--- config.mk ---
export PLATFORM = sky130hd
export DESIGN_NAME = note_tone_gen
export DESIGN_NICKNAME = d
export VERILOG_FILES = /design/src/rtl/note_tone_gen.sv
export SDC_FILE = /design/constraint.sdc
export NUM_CORES = 1
export LEC_CHECK = 0
export CAP_MARGIN = 20
export CORE_MARGIN = 5
export CORE_UTILIZATION = 40
export DETAILED_ROUTE_END_ITERATION = 8
export GPL_ROUTABILITY_DRIVEN = 0
export HOLD_SLACK_MARGIN = 0.06
export PLACE_DENSITY = 0.7
export SLEW_MARGIN = 20
export SYNTH_ARGS = -nofsm -noshare
export SYNTH_HDL_FRONTEND = slang
export SYNTH_SLANG_ARGS = --single-unit
--- constraint.sdc ---
create_clock -name clk -period 4.2 [get_ports clk]
set_clock_uncertainty 0.2 [all_clocks]
set_input_delay 1.05 -clock clk [delete_from_list [all_inputs] [get_ports clk]]
set_output_delay 1.05 -clock clk [all_outputs]
set_load 0.02 [all_outputs]
--- src/rtl/note_tone_gen.sv ---
`default_nettype none
// =============================================================================
// note_tone_gen : square-wave tone generator with attack/sustain/release
//                 envelope, emitting signed 24-bit PCM over valid/ready.
// Revision      : 1.0
// =============================================================================
module note_tone_gen #(
   parameter int          SAMPLE_DIV   = 1042,
   parameter logic [15:0] ATTACK_STEP  = 16'd64,
   parameter logic [15:0] RELEASE_STEP = 16'd16
) (
   input  logic        clk,
   input  logic        reset,
   input  logic [31:0] half_period,
   input  logic        gate,
   output logic [23:0] sample,
   output logic        sample_valid,
   input  logic        sample_ready,
   output logic        overrun,
   output logic [1:0]  env_state
);

   localparam int               DIV_W    = (SAMPLE_DIV > 1) ? $clog2(SAMPLE_DIV) : 1;
   localparam logic [DIV_W-1:0] DIV_LAST = DIV_W'(SAMPLE_DIV - 1);

   typedef enum logic [1:0] {
      IDLE    = 2'd0,
      ATTACK  = 2'd1,
      SUSTAIN = 2'd2,
      RELEASE = 2'd3
   } env_t;

   env_t             r_state;
   logic [15:0]      r_amp;
   logic [DIV_W-1:0] r_div;
   logic [31:0]      r_hp_l;
   logic [31:0]      r_cnt;
   logic             r_phase;

   logic             w_tick;
   logic             w_retrig;
   logic             w_toggle;
   logic [16:0]      w_att_sum;
   logic [15:0]      w_att_amp;
   logic [15:0]      w_rel_amp;
   logic [23:0]      w_mag;

   assign w_tick    = (r_div == DIV_LAST);
   assign w_retrig  = w_tick && (r_state == IDLE) && gate;
   assign w_toggle  = (r_hp_l != 32'd0) && (r_cnt >= r_hp_l - 32'd1);
   assign w_att_sum = {1'b0, r_amp} + {1'b0, ATTACK_STEP};
   assign w_att_amp = w_att_sum[16] ? 16'hFFFF : w_att_sum[15:0];
   assign w_rel_amp = (r_amp > RELEASE_STEP) ? (r_amp - RELEASE_STEP) : 16'd0;
   assign w_mag     = {1'b0, r_amp, 7'b0};
   assign env_state = r_state;

   // Sample-rate divider and oscillator; the latched half-period only follows
   // the input at a toggle (or while zero) so frequency changes never glitch.
   always_ff @(posedge clk) begin
      if (reset) begin
         r_div   <= '0;
         r_hp_l  <= 32'd0;
         r_cnt   <= 32'd0;
         r_phase <= 1'b1;
      end else begin
         r_div <= w_tick ? '0 : r_div + 1'b1;
         if (r_hp_l == 32'd0 || w_toggle)
            r_hp_l <= half_period;
         if (w_retrig) begin
            r_phase <= 1'b1;
            r_cnt   <= 32'd0;
         end else if (r_hp_l == 32'd0) begin
            r_cnt   <= 32'd0;
         end else if (w_toggle) begin
            r_phase <= ~r_phase;
            r_cnt   <= 32'd0;
         end else begin
            r_cnt   <= r_cnt + 32'd1;
         end
      end
   end

   // Envelope FSM plus sample formation and output handshake, all on tick.
   always_ff @(posedge clk) begin
      if (reset) begin
         r_state      <= IDLE;
         r_amp        <= 16'd0;
         sample       <= 24'd0;
         sample_valid <= 1'b0;
         overrun      <= 1'b0;
      end else if (w_tick) begin
         sample       <= r_phase ? w_mag : -w_mag;
         sample_valid <= 1'b1;
         if (sample_valid && !sample_ready)
            overrun <= 1'b1;
         case (r_state)
            IDLE: begin
               if (gate) r_state <= ATTACK;
            end
            ATTACK: begin
               if (!gate) begin
                  r_state <= RELEASE;
               end else begin
                  r_amp <= w_att_amp;
                  if (w_att_amp == 16'hFFFF) r_state <= SUSTAIN;
               end
            end
            SUSTAIN: begin
               if (!gate) r_state <= RELEASE;
            end
            RELEASE: begin
               if (gate) begin
                  r_state <= ATTACK;
               end else begin
                  r_amp <= w_rel_amp;
                  if (w_rel_amp == 16'd0) r_state <= IDLE;
               end
            end
            default: r_state <= IDLE;
         endcase
      end else if (sample_valid && sample_ready) begin
         sample_valid <= 1'b0;
      end
   end

endmodule
`default_nettype wire

== Yosys cells after proc, flatten, opt, wreduce, memory -nomap -nowiden ==
Index checks and enable logic that the tools add are counted.
Cells by class
  add/sub/neg operators: 6
  order comparisons: 2
  equal/unequal tests: 11
  muxes and demuxes: 15
  bitwise operators: 2
  reduce and logical (&&, ||, !) cells: 20
Operators by type and width (number)
  $mux 16: 4
  $add 32x1->32 const B: 1
  $ge 32x32->1: 1
  $logic_not 32->1: 1
  $pmux 16 s2: 1
  $reduce_bool 32->1: 1
  $sub 32x1->32 const B: 1
  $mux 24: 1
  $neg 23->24: 1
  $add 16x7->17 const B: 1
  $eq 16x16->1 const B: 1
  $gt 16x5->1 const B: 1
  $logic_not 16->1: 1
  $sub 16x5->16 const B: 1
  $mux 2: 6
  $add 11x1->11 const B: 1
  $eq 11x11->1 const B: 1
  $ne 2x2->1 const B: 4
  $pmux 2 s4: 1
  $ne 3x3->1 const B: 2
  $logic_and 1x1->1: 5
  $reduce_and 5->1: 1
  $eq 2x2->1 const B: 2
  $reduce_and 2->1: 2
  10 further kinds: 14
Storage, ports and cells
  register bits after elaboration: 120
  bits of input ports: 36
  output and inout port bits: 28
  word-level logic and storage cells: 65

== Depth between registers and ports, before layout ==
Gate-level depths: netlist (run 1).
  depth in word-level cells: 6
  mapped depth: 16
  mapped depth without buffers: 15

== Worst setup path after synthesis (run 1) ==
No wires, ideal clock.
  path type: reg2reg
  start: reg r_hp_l[0]
  end: reg r_hp_l[10]
  setup time: 0.116 ns
  arrival time: 3.528 ns
  data required time: 3.884 ns
  setup slack: 0.356 ns
  cell stages (with the launch flop): 16
  path buffers: 1
  period minus slack after synthesis: 3.844 ns
  path through: dfxtp_1 > nor3_1 > nand2b_1 > nor4_1 > nand4_1 > nor4_1 > xnor2_1 > ha_1 > a21o_1 > a21o_1 > a21oi_1 > o31ai_1 > nor2_1 > and2_4 > buf_6 > o21ai_2
On the way
  word-level cells in the longest chain between the ends: 4
RTL lines
  start, declared: line 36  | logic [31:0] r_hp_l;
  start signal, assigned: line 68  | r_hp_l <= half_period;
  $sub 32x1->32: line 50  | assign w_toggle = (r_hp_l != 32'd0) && (r_cnt >= r_hp_l - 32'd1);
  $ge 32x32->1: line 50
  $logic_and 1x1->1: line 50
  $logic_or 1x1->1 *: line 67  | if (r_hp_l == 32'd0 || w_toggle)
Every way passes the cells marked *; elsewhere a longest branch is shown, timed or not.
A chain may end at the register's enable or synchronous reset.

== Final worst setup path (run 1) ==
  start: reg r_hp_l[10]
  end: reg r_cnt[31]
On the way
  word-level cells in the longest chain between the ends: 4
RTL lines
  $sub 32x1->32: line 50
  $ge 32x32->1: line 50
  $logic_and 1x1->1: line 50
  $reduce_or 4->1 (no source line) *
  end signal, assigned: line 78  | r_cnt <= r_cnt + 32'd1;
  end, declared: line 37  | logic [31:0] r_cnt;
Marked as above.

==> results of run 1 <==
==> worst max-delay path by stage <==
stage / start / to / slack, ns / cells after the start
2_1_floorplan: r_hp_l[0] / r_hp_l[10] / 0.36 / 15
3_3_place_gp: r_hp_l[0] / r_hp_l[10] / 0.12 / 16
3_5_place_dp: r_hp_l[0] / r_hp_l[24] / -0.001 / 15
4_1_cts: r_hp_l[14] / r_hp_l[24] / 0.11 / 14
5_1_grt: r_hp_l[14] / r_cnt[19] / -0.03 / 15
6_report: r_hp_l[10] / r_cnt[31] / 0.22 / 15
==> critical path, cell delays in order, from the launching register on <==
cell       delay [ns]
dfxtp_1          0.33
or4_4            0.58
nor4_4           0.37
nand4_1          0.26
nor3_1           0.28
xnor2_1          0.12
ha_1             0.31
nand4_1          0.19
nor4_2           0.22
o221ai_1         0.19
a31oi_1          0.25
nor2_2           0.09
buf_4            0.17
nand2_8          0.10
clkbuf_16        0.17
nor2_1           0.04
==> flip-flops by register name, summed over array words and instances (netlist names) <==
name	cells
sample	17
env_state	2
r_cnt	32
overrun	1
r_div	11
r_hp_l	32
sample_valid	1
r_phase	1
r_amp	16
==> power breakdown <==
part / internal, mW / leakage, nW / switching [mW] / total [mW]
clock: 0.874 / 0.269 / 0.478 / 1.35
combinational: 0.577 / 1.92 / 0.702 / 1.28
sequential: 1.13 / 0.914 / 0.0681 / 1.20
==> area by class of cell <==
cell class / count / share of cell area [%]
multi-input combinational: 684 / 53.5
clock inverter: 5 / 0.640
tap: 225 / 3.27
timing repair buffer: 81 / 9.37
sequential: 113 / 26.3
clock buffer: 23 / 5.79
inverter: 25 / 1.09
==> cell families (layout without fill, tap and decap cells) <==
group	after synthesis	count (layout)	synth area share (%)
fa+ha+maj	47	47	8.24
other cells	1	7	0.0526
compound gates	159	159	14.9
buf+inv	79	134	5.02
mux	2	2	0.298
flops	113	113	31.7
xor+xnor	89	89	10.9
simple gates	380	380	28.9
==> placed cells by master (no fill, tap or decap), types with 7 or more instances in the layout <==
| cell type | n |
|---|---|
| or3_1 | 7 |
| or4_1 | 7 |
| nor4_1 | 11 |
| nor2_1 | 116 |
| nand2b_1 | 38 |
| nand3_1 | 31 |
| a211oi_1 | 18 |
| inv_1 | 25 |
| xnor2_1 | 59 |
| dfxtp_1 | 112 |
| nor3_1 | 25 |
| nand4b_1 | 32 |
| clkdlybuf4s50_1 | 55 |
| o21ai_0 | 29 |
| clkbuf_16 | 18 |
| a31oi_1 | 12 |
| o21ai_2 | 30 |
| nand4_1 | 12 |
| xor2_1 | 30 |
| and3_1 | 7 |
| ha_1 | 47 |
| nand2_1 | 54 |
| a21oi_1 | 40 |
| conb_1 | 7 |
| buf_4 | 20 |
==> metal layers <==
layer  vias up  wire, um  track usage [%]
met5         -        13                0
met4         2       303             5.95
met3        26       823             3.83
met2       153      8690             29.6
met1      2986      7720             21.8
li1       3185         -                -
==> timing repair <==
| item | 4_1_cts | 5_1_grt |
|---|---|---|
| gates resized for setup | 2 | 13 |
| endpoints found under the setup margin | 21 | 57 |
| pin swaps | 0 | 8 |
| cloned | 0 | 1 |
| setup buffers | 0 | 9 |
| hold buffers | 0 | 0 |
==> per-stage QoR <==
step                      setup TNS [ns]  setup slack (ns)  std cells  hold slack, ns  util, %
after floorplan                        0             0.356        876           0.230        -
after global placement                 0             0.124       1118           0.254     45.3
after detailed placement        -0.00107          -0.00107       1118           0.252     45.3
after CTS                              0             0.114       1146           0.259     48.5
after global routing              -0.214           -0.0277       1156           0.281     49.4
final                                  0             0.215       1156           0.257     49.4
==> results.cfg, run 1 <==
[yosys]
synth_cells = 870
synth_seq_area_share_pct = 31.7
synth_common_cells = nor2_1, dfxtp_1, xnor2_1
async_reset_ff_share_pct = 0
synth_edf_count = 0
ys.flop_type = dfxtp_1
ys_types = 63
synth_top_area_share_pct = 31.7
ys_ff_latch = 113
syn-cell-area_um2 = 7130
syn_avg_cell_area_um2 = 8.20
post-synth-top-count-cell = nor2_1
synthTopCellsByArea = dfxtp_1, ha_1, xnor2_1
yosysWarnings = 0
yosysTopAreaCell = dfxtp_1

[finish]
num_antenna_cells = 0
stdcell_area_um2 = 8600
fillers = 1651
synthToLayoutAreaGrowth_pct = 20.5
drive_gt1_share_pct = 11.4
final_nets = 1005
seq_area_um2 = 2260
multi_input_area_um2 = 4600

[drt]
drc = 0
drt_iter0_drc = 415
wl_per_cell_um = 15.2
via_per_inst = 5.49
wl_mm = 17.6
final_antenna_net_count = 0
dr.pass1.iters = 5
num_vias = 6352

[clocking]
clkSinkCount = 113
cts_inserted_buffers = 17
clk_pin_slew_ns = 0.05
root_buffer = clkbuf_16
clockBufferDepth = 2
cts_tree = done
clock_latency_ns = 0.42
h-tree-depth = 4

[timing]
worst_slew_pin_slew_ns = 0.854
hold_viol_final = 0
slew_viol_final = 0
fin_crit_sh_pct = 94.9
max_freq_mhz = 251
max_slew_margin_pct = 43.1
post-route-min-period_ns = 3.98
setup_viol = 0

[power_and_ir_drop]
p_total_mw = 3.83
vdd_drop_max_v = 0.000338
p_leak_nw = 3.10
power_density_nw_per_um2 = 445

[worst_setup_path]
critPathRequiredTime_ns = 4.30
crit_fanout = 11
worstReg2RegStart = r_hp_l[10]
r2r_slack_ns = 0.22
crit_path_start_kind = flop
crit_path_end_kind = flop
reg2reg_depth = 15
critPathArrivalTime_ns = 4.09
timing.rr.end = r_cnt[31]
crit_type = reg -> reg

[flow_run]
drv_cap = 0

[placed_design]
hpwlAfterDp_mm = 12.5
placed_area_um2 = 7880
port_buffers = 56

[grt]
grt_max_degree = 103
grt_first_pass_wirelength_mm = 29.3
antenna_found_initial = 1
grt_overflow_total = 0
track_usage_pct = 17.4
grt_pass1_vias = 6080

[hold_path]
hold_class = reg -> reg
worstHoldStart = sample[7]
min_to = sample[7]
hold_depth = 2

[floorplan]
die_area_um2 = 20600
io_pins = 64
initial_core_util_pct = 41.0
die_y_um = 144
core_um2 = 17400
rows = 48
die_w_um = 144

[outcome]
status = completed
(Power assumes the default switching activity.)
==> inputs of run 2 (changes only) <==
--- a/config.mk
+++ b/config.mk
@@ -12,6 +12,7 @@
 export GPL_ROUTABILITY_DRIVEN = 0
 export HOLD_SLACK_MARGIN = 0.06
 export PLACE_DENSITY = 0.7
+export SKIP_CTS_REPAIR_TIMING = 1
 export SLEW_MARGIN = 20
 export SYNTH_ARGS = -nofsm -noshare
 export SYNTH_HDL_FRONTEND = slang
==> results.cfg, run 2 (same netlist as run 1, synthesis figures left out) <==
[outcome]
status = completed

[floorplan]
die_w_um = 144
core_um2 = 17400
die_y_um = 144
rows = 48
io_pins = 64
initial_core_util_pct = 41.0
die_area_um2 = 20600

[timing]
setup_viol = 0
hold_viol_final = 0
setup_ws_ns = 0.209
fin_crit_sh_pct = 95.0
max_slew_margin_pct = 42.6
max_freq_mhz = 251
slew_viol_final = 0
worst_slew_pin_slew_ns = 0.861
post-route-min-period_ns = 3.99

[worst_setup_path]
r2r_slack_ns = 0.21
critPathArrivalTime_ns = 4.09
reg2reg_depth = 15
timing.critical_path.mode_cell = nand4_1
timing.rr.end = r_cnt[31]
crit_type = reg -> reg
crit_family = simple AND/OR/NAND/NOR gates
crit_path_start_kind = flop
crit_path_end_kind = flop
critPathRequiredTime_ns = 4.30
crit_chain = or4_4, nor4_4, nand4_1, nor3_1, xnor2_1, ha_1, nand4_1, nor4_2, o221ai_1, a31oi_1, nor2_2, buf_4, nand2_8, clkbuf_16, nor2_1
path_buf_inv = 2
crit_fanout = 11
max_stage_delay_ns = 0.58
worstReg2RegStart = r_hp_l[10]
cpMaxStageDelayCell = or4_4

[finish]
drive_gt1_share_pct = 11.4
biggestRegsByFlops = r_cnt: 32 flops, r_hp_l: 32 flops, sample: 17 flops
final_cell_mix = nor2_1, dfxtp_1, xnor2_1
final_nets = 1005
synthToLayoutAreaGrowth_pct = 20.5
num_antenna_cells = 0
stdcell_area_um2 = 8600
layout_commonest_cell = nor2_1

[grt]
grt_first_pass_wirelength_mm = 29.3
grt_max_degree = 103
antenna_found_initial = 1
track_usage_pct = 17.4
grt_pass1_vias = 6074
grt_overflow_total = 0

[flow_run]
drv_cap = 0

[drt]
final_antenna_net_count = 0
dr.pass1.iters = 5
wl_mm = 17.6
num_vias = 6351
via_per_inst = 5.49
wl_per_cell_um = 15.2
drc = 0
drt_iter0_drc = 415

[placed_design]
hpwlAfterDp_mm = 12.5
placed_area_um2 = 7880
port_buffers = 56
place_ws_ns = -0.00107

[hold_path]
worstHoldStart = sample[7]
hold_depth = 2
min_to = sample[7]
hold_class = reg -> reg

[power_and_ir_drop]
power_frac_clock_pct = 35.3
switching_share_pct = 32.6
p_seq_share_pct = 31.2
vdd_drop_max_v = 0.000338
p_int_mw = 2.58
combPwrFrac_pct = 33.4
p_switching_mw = 1.25
power_density_nw_per_um2 = 445
p_leak_nw = 3.10

[clocking]
clk_pin_slew_ns = 0.05
clockBufferDepth = 2
clock_latency_ns = 0.42
h-tree-depth = 4
cts_tree = done
clkSinkCount = 113
root_buffer = clkbuf_16
cts_inserted_buffers = 17
run 2: cell counts in the layout (fill, tap and decap cells not counted):
No cell type changed its count.
run 2: cell type report:
| type | count | area (um^2) |
|---|---|---|
| clock buffer | 23 | 498 |
| clock inverter | 5 | 55.1 |
| fill | 1651 | 8820 |
| inverter | 25 | 93.8 |
| multi-input combinational | 684 | 4600 |
| sequential | 113 | 2260 |
| tap | 225 | 282 |
| timing repair buffer | 81 | 806 |
run 2: how the worst max path moves through the flow:
| stage | startpoint | end | slack, ns | cells after the start |
|---|---|---|---|---|
| 5_1_grt | r_hp_l[14] | r_phase | -0.03 | 14 |
| 6_report | r_hp_l[10] | r_cnt[31] | 0.21 | 15 |
| 4_1_cts | r_hp_l[0] | r_hp_l[24] | -0.03 | 15 |
| 2_1_floorplan | r_hp_l[0] | r_hp_l[10] | 0.36 | 15 |
| 3_5_place_dp | r_hp_l[0] | r_hp_l[24] | -0.001 | 15 |
| 3_3_place_gp | r_hp_l[0] | r_hp_l[10] | 0.12 | 16 |
run 2: worst min-delay path: stages (launching register included):
cell,delay [ns]
dfxtp_1,0.31
nand2_1,0.05
a21oi_1,0.05
run 2: per-layer routing:
metal	global-route usage (%)	up-vias	share of wire, %
met4	5.85	2	1.7
met3	3.73	26	4.3
li1	-	3186	-
met1	21.9	3011	44
met5	0	-	0.074
met2	29.7	126	50
run 2: power by group through the flow:
stage          Sequential [mW]  Clock [mW]  Combinational, mW
6_report                  1.20        1.35               1.28
5_1_grt                   1.20        1.44               1.42
4_1_cts                   1.19        1.38               1.17
3_5_place_dp              1.21           0               1.16
3_3_place_gp              1.21           0               1.13
2_1_floorplan             1.20           0              0.908
run 2: stage by stage:
step	util (%)	power (mW)	hold slack (ns)	instances	setup TNS, ns
2_1_floorplan	-	2.10	0.230	876	0
3_3_place_gp	45.3	2.35	0.254	1118	0
3_5_place_dp	45.3	2.37	0.252	1118	-0.00107
4_1_cts	48.4	3.74	0.259	1146	-0.205
5_1_grt	49.4	4.06	0.281	1156	-0.226
6_report	49.4	3.83	0.256	1156	0
